===== src/rtl/dmem_pkg.sv =====
// ---------------------------------------------------------------------------
// dmem_pkg
// Shared definitions for the data-memory arbiter slice: default address and
// data widths, the two memory-mapped I/O port addresses, and the state and
// owner enumerations used by dmem_arbiter and rr_arb2.
// ---------------------------------------------------------------------------
package dmem_pkg;

  localparam int DMEM_ADDR_W = 10;
  localparam int DMEM_DATA_W = 8;

  localparam logic [9:0] IN_PORT_ADDR  = 10'h3FE;
  localparam logic [9:0] OUT_PORT_ADDR = 10'h3FF;

  typedef enum logic [1:0] {
    IDLE   = 2'd0,
    ACCESS = 2'd1,
    RESP   = 2'd2
  } state_t;

  typedef enum logic {
    OWN_CPU = 1'b0,
    OWN_DMA = 1'b1
  } owner_t;

endpackage


===== src/rtl/rr_arb2.sv =====
// ---------------------------------------------------------------------------
// rr_arb2
// Combinational two-way round-robin pick between the CPU and the DMA engine.
// On a tie the requester that did not own the previous access wins.
//
// Ports:
//   req_cpu      in   CPU request
//   req_dma      in   DMA request
//   last_owner   in   owner of the most recent completed access
//   grant_valid  out  at least one request present
//   grant_owner  out  selected requester (meaningful when grant_valid)
// ---------------------------------------------------------------------------
module rr_arb2
  import dmem_pkg::*;
(
  input  logic   req_cpu,
  input  logic   req_dma,
  input  owner_t last_owner,
  output logic   grant_valid,
  output owner_t grant_owner
);

  // A lone request is granted directly; a tie goes to whoever waited last.
  always_comb begin
    grant_valid = req_cpu | req_dma;
    grant_owner = OWN_CPU;
    if (req_cpu && req_dma) begin
      grant_owner = (last_owner == OWN_CPU) ? OWN_DMA : OWN_CPU;
    end else if (req_dma) begin
      grant_owner = OWN_DMA;
    end
  end

endmodule


===== src/rtl/dmem_arbiter.sv =====
// ---------------------------------------------------------------------------
// dmem_arbiter
// Shares a single-port data memory between the CPU load/store path and the
// DMA engine. Each access is latched in IDLE, drives the memory enables for
// exactly one cycle in ACCESS, and is acknowledged with registered read data
// in RESP, giving one access every three cycles.
//
// Optional feature macro: DMEM_ARB_IO_PORTS_EN
//   When defined, addresses IN_PORT_ADDR / OUT_PORT_ADDR are decoded here as
//   an input port and an output port register instead of reaching memory.
//   When undefined, those addresses go to memory and reads of them return 0.
//
// Ports:
//   clk, rst                        clock, synchronous active-high reset
//   in_cpu_req/addr/we/wdata        CPU request, held until out_cpu_ack
//   out_cpu_ack                     one-cycle CPU completion pulse
//   in_dma_req/addr/we/wdata        DMA request, held until out_dma_ack
//   out_dma_ack                     one-cycle DMA completion pulse
//   out_rdata                       read data, valid with the owner's ack
//   out_busy                        high in ACCESS and RESP
//   in_mem_rdata                    memory read data
//   in_port_data                    input port value (macro only)
//   out_port_data                   output port register (macro only)
//   out_port_strobe                 output port write pulse (macro only)
//   out_mem_addr/write_en/read_en/wdata   memory control
// ---------------------------------------------------------------------------
module dmem_arbiter
  import dmem_pkg::*;
#(
  parameter int ADDR_W = DMEM_ADDR_W,
  parameter int DATA_W = DMEM_DATA_W
) (
  input  logic              clk,
  input  logic              rst,
  input  logic              in_cpu_req,
  input  logic [ADDR_W-1:0] in_cpu_addr,
  input  logic              in_cpu_we,
  input  logic [DATA_W-1:0] in_cpu_wdata,
  output logic              out_cpu_ack,
  input  logic              in_dma_req,
  input  logic [ADDR_W-1:0] in_dma_addr,
  input  logic              in_dma_we,
  input  logic [DATA_W-1:0] in_dma_wdata,
  output logic              out_dma_ack,
  output logic [DATA_W-1:0] out_rdata,
  output logic              out_busy,
  input  logic [DATA_W-1:0] in_mem_rdata,
`ifdef DMEM_ARB_IO_PORTS_EN
  input  logic [DATA_W-1:0] in_port_data,
  output logic [DATA_W-1:0] out_port_data,
  output logic              out_port_strobe,
`endif
  output logic [ADDR_W-1:0] out_mem_addr,
  output logic              out_mem_write_en,
  output logic              out_mem_read_en,
  output logic [DATA_W-1:0] out_mem_wdata
);

  state_t            state_q, state_d;
  logic [ADDR_W-1:0] addr_q;
  logic              we_q;
  logic [DATA_W-1:0] wdata_q;
  owner_t            owner_q;
  owner_t            last_owner_q;
  logic [DATA_W-1:0] rdata_q;

  logic              grant_valid;
  owner_t            grant_owner;
  logic              is_in_port;
  logic              is_out_port;
  logic              io_hit;
  logic [DATA_W-1:0] read_value;

`ifdef DMEM_ARB_IO_PORTS_EN
  logic [DATA_W-1:0] port_data_q;
  logic              port_strobe_q;
`endif

  rr_arb2 u_rr_arb2 (
    .req_cpu     (in_cpu_req),
    .req_dma     (in_dma_req),
    .last_owner  (last_owner_q),
    .grant_valid (grant_valid),
    .grant_owner (grant_owner)
  );

  assign is_in_port  = (addr_q == ADDR_W'(IN_PORT_ADDR));
  assign is_out_port = (addr_q == ADDR_W'(OUT_PORT_ADDR));

  // Port addresses are claimed by the arbiter itself when the I/O feature is
  // built in; otherwise they pass to memory, but the captured value is forced
  // to zero because the memory leaves its data bus floating for them.
`ifdef DMEM_ARB_IO_PORTS_EN
  assign io_hit     = is_in_port | is_out_port;
  assign read_value = is_in_port  ? in_port_data :
                      is_out_port ? port_data_q  : in_mem_rdata;
`else
  assign io_hit     = 1'b0;
  assign read_value = (is_in_port | is_out_port) ? '0 : in_mem_rdata;
`endif

  always_ff @(posedge clk) begin
    if (rst) state_q <= IDLE;
    else     state_q <= state_d;
  end

  // Next-state and output decode. The write enable is additionally gated by
  // rst so an access interrupted by reset can never corrupt memory.
  always_comb begin
    state_d          = state_q;
    out_busy         = 1'b0;
    out_cpu_ack      = 1'b0;
    out_dma_ack      = 1'b0;
    out_mem_addr     = '0;
    out_mem_wdata    = '0;
    out_mem_write_en = 1'b0;
    out_mem_read_en  = 1'b0;
    case (state_q)
      IDLE: begin
        if (grant_valid) state_d = ACCESS;
      end
      ACCESS: begin
        out_busy      = 1'b1;
        out_mem_addr  = addr_q;
        out_mem_wdata = wdata_q;
        if (!io_hit) begin
          out_mem_write_en = we_q & ~rst;
          out_mem_read_en  = ~we_q;
        end
        state_d = RESP;
      end
      RESP: begin
        out_busy    = 1'b1;
        out_cpu_ack = (owner_q == OWN_CPU);
        out_dma_ack = (owner_q == OWN_DMA);
        state_d     = IDLE;
      end
      default: state_d = IDLE;
    endcase
  end

  // Request latch, read capture and round-robin history. Request fields are
  // only looked at on the IDLE grant edge; last_owner moves at the end of
  // ACCESS so a dropped (reset) access does not disturb the rotation.
  always_ff @(posedge clk) begin
    if (rst) begin
      addr_q       <= '0;
      we_q         <= 1'b0;
      wdata_q      <= '0;
      owner_q      <= OWN_CPU;
      last_owner_q <= OWN_DMA;
      rdata_q      <= '0;
`ifdef DMEM_ARB_IO_PORTS_EN
      port_data_q   <= '0;
      port_strobe_q <= 1'b0;
`endif
    end else begin
`ifdef DMEM_ARB_IO_PORTS_EN
      port_strobe_q <= 1'b0;
`endif
      case (state_q)
        IDLE: begin
          if (grant_valid) begin
            owner_q <= grant_owner;
            if (grant_owner == OWN_DMA) begin
              addr_q  <= in_dma_addr;
              we_q    <= in_dma_we;
              wdata_q <= in_dma_wdata;
            end else begin
              addr_q  <= in_cpu_addr;
              we_q    <= in_cpu_we;
              wdata_q <= in_cpu_wdata;
            end
          end
        end
        ACCESS: begin
          last_owner_q <= owner_q;
          if (!we_q) rdata_q <= read_value;
`ifdef DMEM_ARB_IO_PORTS_EN
          if (we_q && is_out_port) begin
            port_data_q   <= wdata_q;
            port_strobe_q <= 1'b1;
          end
`endif
        end
        default: ;
      endcase
    end
  end

  assign out_rdata = rdata_q;

`ifdef DMEM_ARB_IO_PORTS_EN
  assign out_port_data   = port_data_q;
  assign out_port_strobe = port_strobe_q;
`endif

endmodule


===== config.mk =====
export PLATFORM = sky130hd
export DESIGN_NAME = dmem_arbiter
export DESIGN_NICKNAME = d
export VERILOG_FILES = /design/src/rtl/dmem_pkg.sv /design/src/rtl/rr_arb2.sv /design/src/rtl/dmem_arbiter.sv
export SDC_FILE = /design/constraint.sdc
export NUM_CORES = 1
export LEC_CHECK = 0
export CORE_MARGIN = 1.5
export CORE_UTILIZATION = 40
export CTS_CLUSTER_DIAMETER = 150
export DETAILED_ROUTE_END_ITERATION = 12
export PLACE_DENSITY_LB_ADDON = 0.25
export SYNTH_ARGS = -nofsm -noshare
export SYNTH_HDL_FRONTEND = slang
export SYNTH_SLANG_ARGS = --single-unit

===== constraint.sdc =====
create_clock -name clk -period 2.05 [get_ports clk]
set_clock_uncertainty 0.15 [all_clocks]
set_input_delay 0.615 -clock clk [delete_from_list [all_inputs] [get_ports clk]]
set_output_delay 0.615 -clock clk [all_outputs]
set_load 0.02 [all_outputs]

## Word-level counts from Yosys, hierarchy flattened

Index checks and enable logic that the tools add are counted.

| storage, ports and cells | value |
|---|---|
| output and inout port bits | 31 |
| register bits after elaboration | 31 |
| input port bits | 50 |
| word-level logic and storage cells | 39 |

| operators by class | value |
|---|---|
| reductions and logical operators | 5 |
| bitwise operators | 6 |
| eq/ne operators | 5 |
| muxes and demuxes | 16 |

Operators with widths:

| operator | count |
|---|---|
| two-way mux 8 bit | 3 |
| equality test 10 bit, second input constant | 2 |
| two-way mux 10 bit | 2 |
| two-way mux 1 bit | 9 |
| one-hot mux 2 bit (2 select lines) | 1 |
| AND reduction 2 bit | 2 |
| inverter 1 bit | 3 |
| equality test 2 x 1 -> 1 bit, second input constant | 1 |
| equality test 2 bit, second input constant | 1 |
| zero test 2 bit | 1 |
| two-way mux 2 bit | 1 |
| inequality test 2 bit, second input constant | 1 |
| bitwise OR 1 bit | 2 |
| OR reduction 2 bit | 1 |
| bitwise AND 1 bit | 1 |
| logical AND 1 bit | 1 |

## Logic depth before layout (Yosys ltp)

| depth | value |
|---|---|
| word-level depth | 3 |
| gate-level depth with buffers | 7 |

## Cells and area by module

From an unflattened synthesis, not the netlist that was laid out.

| second synthesis, totals | value |
|---|---|
| cells, all modules | 152 |
| area total of the unflattened synthesis | 1478.9 um^2 |

Modules (own cells, without submodules):

| module | times used | seq. area each (um^2) | area each (um^2) | cells each |
|---|---|---|---|---|
| dmem_arbiter | 1 | 620.6 | 1465.2 | 150 |
| rr_arb2 | 1 | 0.0 | 13.8 | 2 |

## Least setup slack after synthesis

No wires, ideal clock.

| path | value |
|---|---|
| path kind | register to output |
| from | register state_q[1] |
| to | output port out_mem_write_en |
| cell stages (with the launch flop) | 5 |
| slack | 231 ps |
| arrival time | 1054 ps |
| path buffers | 1 |
| cell sequence | dfxtp_1 > inv_1 > ha_1 > clkbuf_1 > and3_1 |

| between the ends | value |
|---|---|
| word-level cells in the longest chain between the ends | 2 |

RTL lines:

| item | line | text |
|---|---|---|
| from (decl) | dmem_arbiter.sv:59 | `state_t state_q, state_d;` |
| from (signal assigned) | dmem_arbiter.sv:104 | `else state_q <= state_d;` |
| equality test 2 x 1 -> 1 bit | dmem_arbiter.sv:118 | `case (state_q)` |
| two-way mux 1 bit | dmem_arbiter.sv:118 |  |
| to (decl) | dmem_arbiter.sv:54 | `output logic out_mem_write_en,` |

Every way passes these cells.

## Final worst setup path

| path | value |
|---|---|
| from | register state_q[1] |
| to | output port out_mem_addr[1] |

| between the ends | value |
|---|---|
| word-level cells in the longest chain between the ends | 2 |

RTL lines:

| item | line | text |
|---|---|---|
| equality test 2 x 1 -> 1 bit | dmem_arbiter.sv:118 |  |
| two-way mux 10 bit | dmem_arbiter.sv:118 |  |
| to (decl) | dmem_arbiter.sv:53 | `output logic [ADDR_W-1:0] out_mem_addr,` |

Every way passes these cells.

==> results <==
[worst max-delay path: stages (launching register included)]
cell,delay [ns]
dfxtp_2,0.34
inv_2,0.05
ha_4,0.16
buf_8,0.14
and2_1,0.14
buf_6,0.13
[cells by family after synthesis]
family	Yosys count
DFF	31
AOI/OAI and AO/OA	56
muxes	2
and+or+nand+nor	65
adders and majority gates	3
buffers and inverters	15
[final cells by class]
cell class	count	area (sq um)	area share, %
Clock buffer	6	82.6	2.99
Clock inverter	2	35.0	1.27
Inverter	3	11.3	0.408
Multi-Input combinational cell	126	936	33.9
Sequential cell	31	623	22.6
Tap cell	48	60.1	2.18
Timing Repair Buffer	103	1010	36.6
[state kept, by name (all words and copies together), names as in the netlist]
register / flops
addr_q: 10
last_owner_q: 1
out_rdata: 8
owner_q: 1
state_q: 2
wdata_q: 8
we_q: 1
[report_power, final]
group | internal, mW | switching (mW)
combinational | 0.339 | 0.305
sequential | 0.675 | 0.0454
clock | 0.393 | 0.229
total | 1.41 | 0.579
[routing by layer]
layer  global-route usage (%)  routed length, um
met5                        0                  0
met4                     6.89                 51
met1                     26.1               1960
met3                     4.39                229
met2                     38.5               2410
[metrics by stage]
stage               setup TNS (ns)  util, %  total power, mW  hold slack (ns)
finish                           0     73.1             1.99            0.341
global route               -0.0426     73.1             2.08            0.356
CTS                         -0.423     70.6             1.96            0.339
detailed placement           -5.93     68.0             1.35            0.315
global placement             -4.87     68.0             1.34            0.313
floorplan                        0        -             1.07            0.333
[synthesized netlist by cell type (4+ instances only)]
master and n:
dfxtp_1 31, a22o_1 8, and2_1 19, nand2_2 7
a211oi_2 16, a21oi_1 12, nand2_1 14, a21oi_2 10
buf_6 4, nor2_1 18
[final timing paths]
kind	slack, ns	endpoint	cells past startpoint
setup / recovery	0.03	out_mem_addr[1]	5
hold / removal	0.34	out_rdata[4]	1
setup reg to reg	0.40	wdata_q[2]	7
hold reg to reg	0.34	out_rdata[4]	1
[what timing repair did]
item	in CTS	in global routing
pin swaps	0	1
gates resized for setup	125	28
setup endpoints to repair	23	23
buffers inserted	0	1
[cells in the final DEF, fill, tap and decap left out, drive strengths merged]
cell type / n
o21a: 1
nor2: 19
a22oi: 1
a21boi: 1
dlygate4sd2: 1
ha: 3
a211oi: 16
nand4: 1
and2: 19
dfxtp: 31
clkinv: 1
nor3b: 1
nand2: 21
and3: 1
a22o: 8
clkdlybuf4s50: 54
bufinv: 1
inv: 3
buf: 46
nand3: 1
and2b: 1
o21ai: 4
clkbuf: 6
a21bo: 1
nor2b: 1
mux2i: 2
o311a: 2
a21oi: 22
dlymetal6s2s: 2
==> flow_summary.json <==
{
  "num-fill-cells": 301,
  "synth_xor_xnor_area_share_pct": 0,
  "die_h_um": 66.8,
  "cts-root-buf": "clkbuf_8",
  "synth_compound_area_share_pct": 31.2,
  "synth_edf_count": 0,
  "io_buffers": 80,
  "synth_top_family_by_area": "compound AO/OA/AOI/OAI gates",
  "worst_pin_slew_ns": 0.310,
  "arrival_ns": 1.25,
  "overflow": 0,
  "ant_nets": 0,
  "critical_path_required_ns": 1.28,
  "dr.pass1.iters": 4,
  "start_util_pct": 43.1,
  "synthArstFlopShare_pct": 0,
  "place_inst": 310,
  "wl_per_cell_um": 14.6,
  "ios": 81,
  "start_kind": "flip-flop",
  "area_growth_pct": 69.5,
  "viasPerCell": 5.07,
  "final_cell_area_sq_um": 2760,
  "synthAdderAreaFrac_pct": 2.31,
  "hpwl_um": 3260,
  "synth_seq_cells": 31,
  "h-tree-depth": 2,
  "grt.total_usage_pct": 21.7,
  "yosys.area_share.simple_pct": 20.2,
  "yosysTopAreaCellShare_pct": 38.2,
  "synth_ff_type": "dfxtp_1",
  "syn-cell-area_sq_um": 1630,
  "post-route-min-period_ns": 2.02,
  "dieArea_sq_um": 4460,
  "slew_headroom_pct": 79.3,
  "cts_buffer_depth": 2,
  "syn_nets": 225,
  "routed-via-count": 1616,
  "drc": 0,
  "wirelength_um": 4660,
  "synth.distinct_cells": 32,
  "setup-violations-final": 0,
  "worstReg2RegStart": "state_q[0]",
  "rows": 22,
  "post-place-ws_ns": -0.594,
  "cts.hold.buffers_added": 0,
  "core-area_sq_um": 3770,
  "crit_path_max_fanout": 14,
  "antenna_found_initial": 0,
  "hold_start": "out_rdata[4]",
  "antenna_cells": 0,
  "leakagePower_nw": 1.18,
  "min_period_over_period_pct": 98.4,
  "clk_pin_slew_worst_paths_ns": 0.07,
  "maxSlewViolCount": 0,
  "crit_type": "reg2out",
  "crit_path_end_kind": "output pin",
  "worst_slack_ns": 0.0325,
  "clock_latency_ns": 0.28,
  "drtIter0Drc": 92,
  "drive_gt1_share_pct": 38.7,
  "yosys_warnings": 0,
  "grt_pass1_wl_um": 7290,
  "synth_area_leaders": "dfxtp_1 38%, a211oi_2 12%, and2_1 7.3%, a21oi_2 5.4%, a22o_1 4.3%",
  "status": "finished, final reports clean",
  "cts_num_sinks": 31,
  "placed_area_sq_um": 2570,
  "grt_max_degree": 20,
  "cts_tree": "yes",
  "grt_pass1_vias": 1557,
  "p_per_area_nw_per_um2": 720,
  "die_w_um": 66.8,
  "synthMuxAreaShare_pct": 1.23,
  "fin_cells": 319,
  "netlist_instances": 172,
  "rsz0062_at_grt": "true",
  "drv_cap": 0,
  "cts_made_buffers": 5,
  "fmax_ghz": 0.496,
  "syn_avg_cell_area_sq_um": 9.46,
  "hold_viol": 0,
  "layout.nets": 323,
  "worstHoldPathType": "reg2reg",
  "crit_start": "state_q[1]",
  "synth_top_area_cell": "dfxtp_1",
  "synth_seq_area_share_pct": 38.2,
  "place.gp.congestion": 0.795,
  "vdd_drop_max_v": 0.000469
}
No activity file was read; power rests on OpenSTA's default activity.
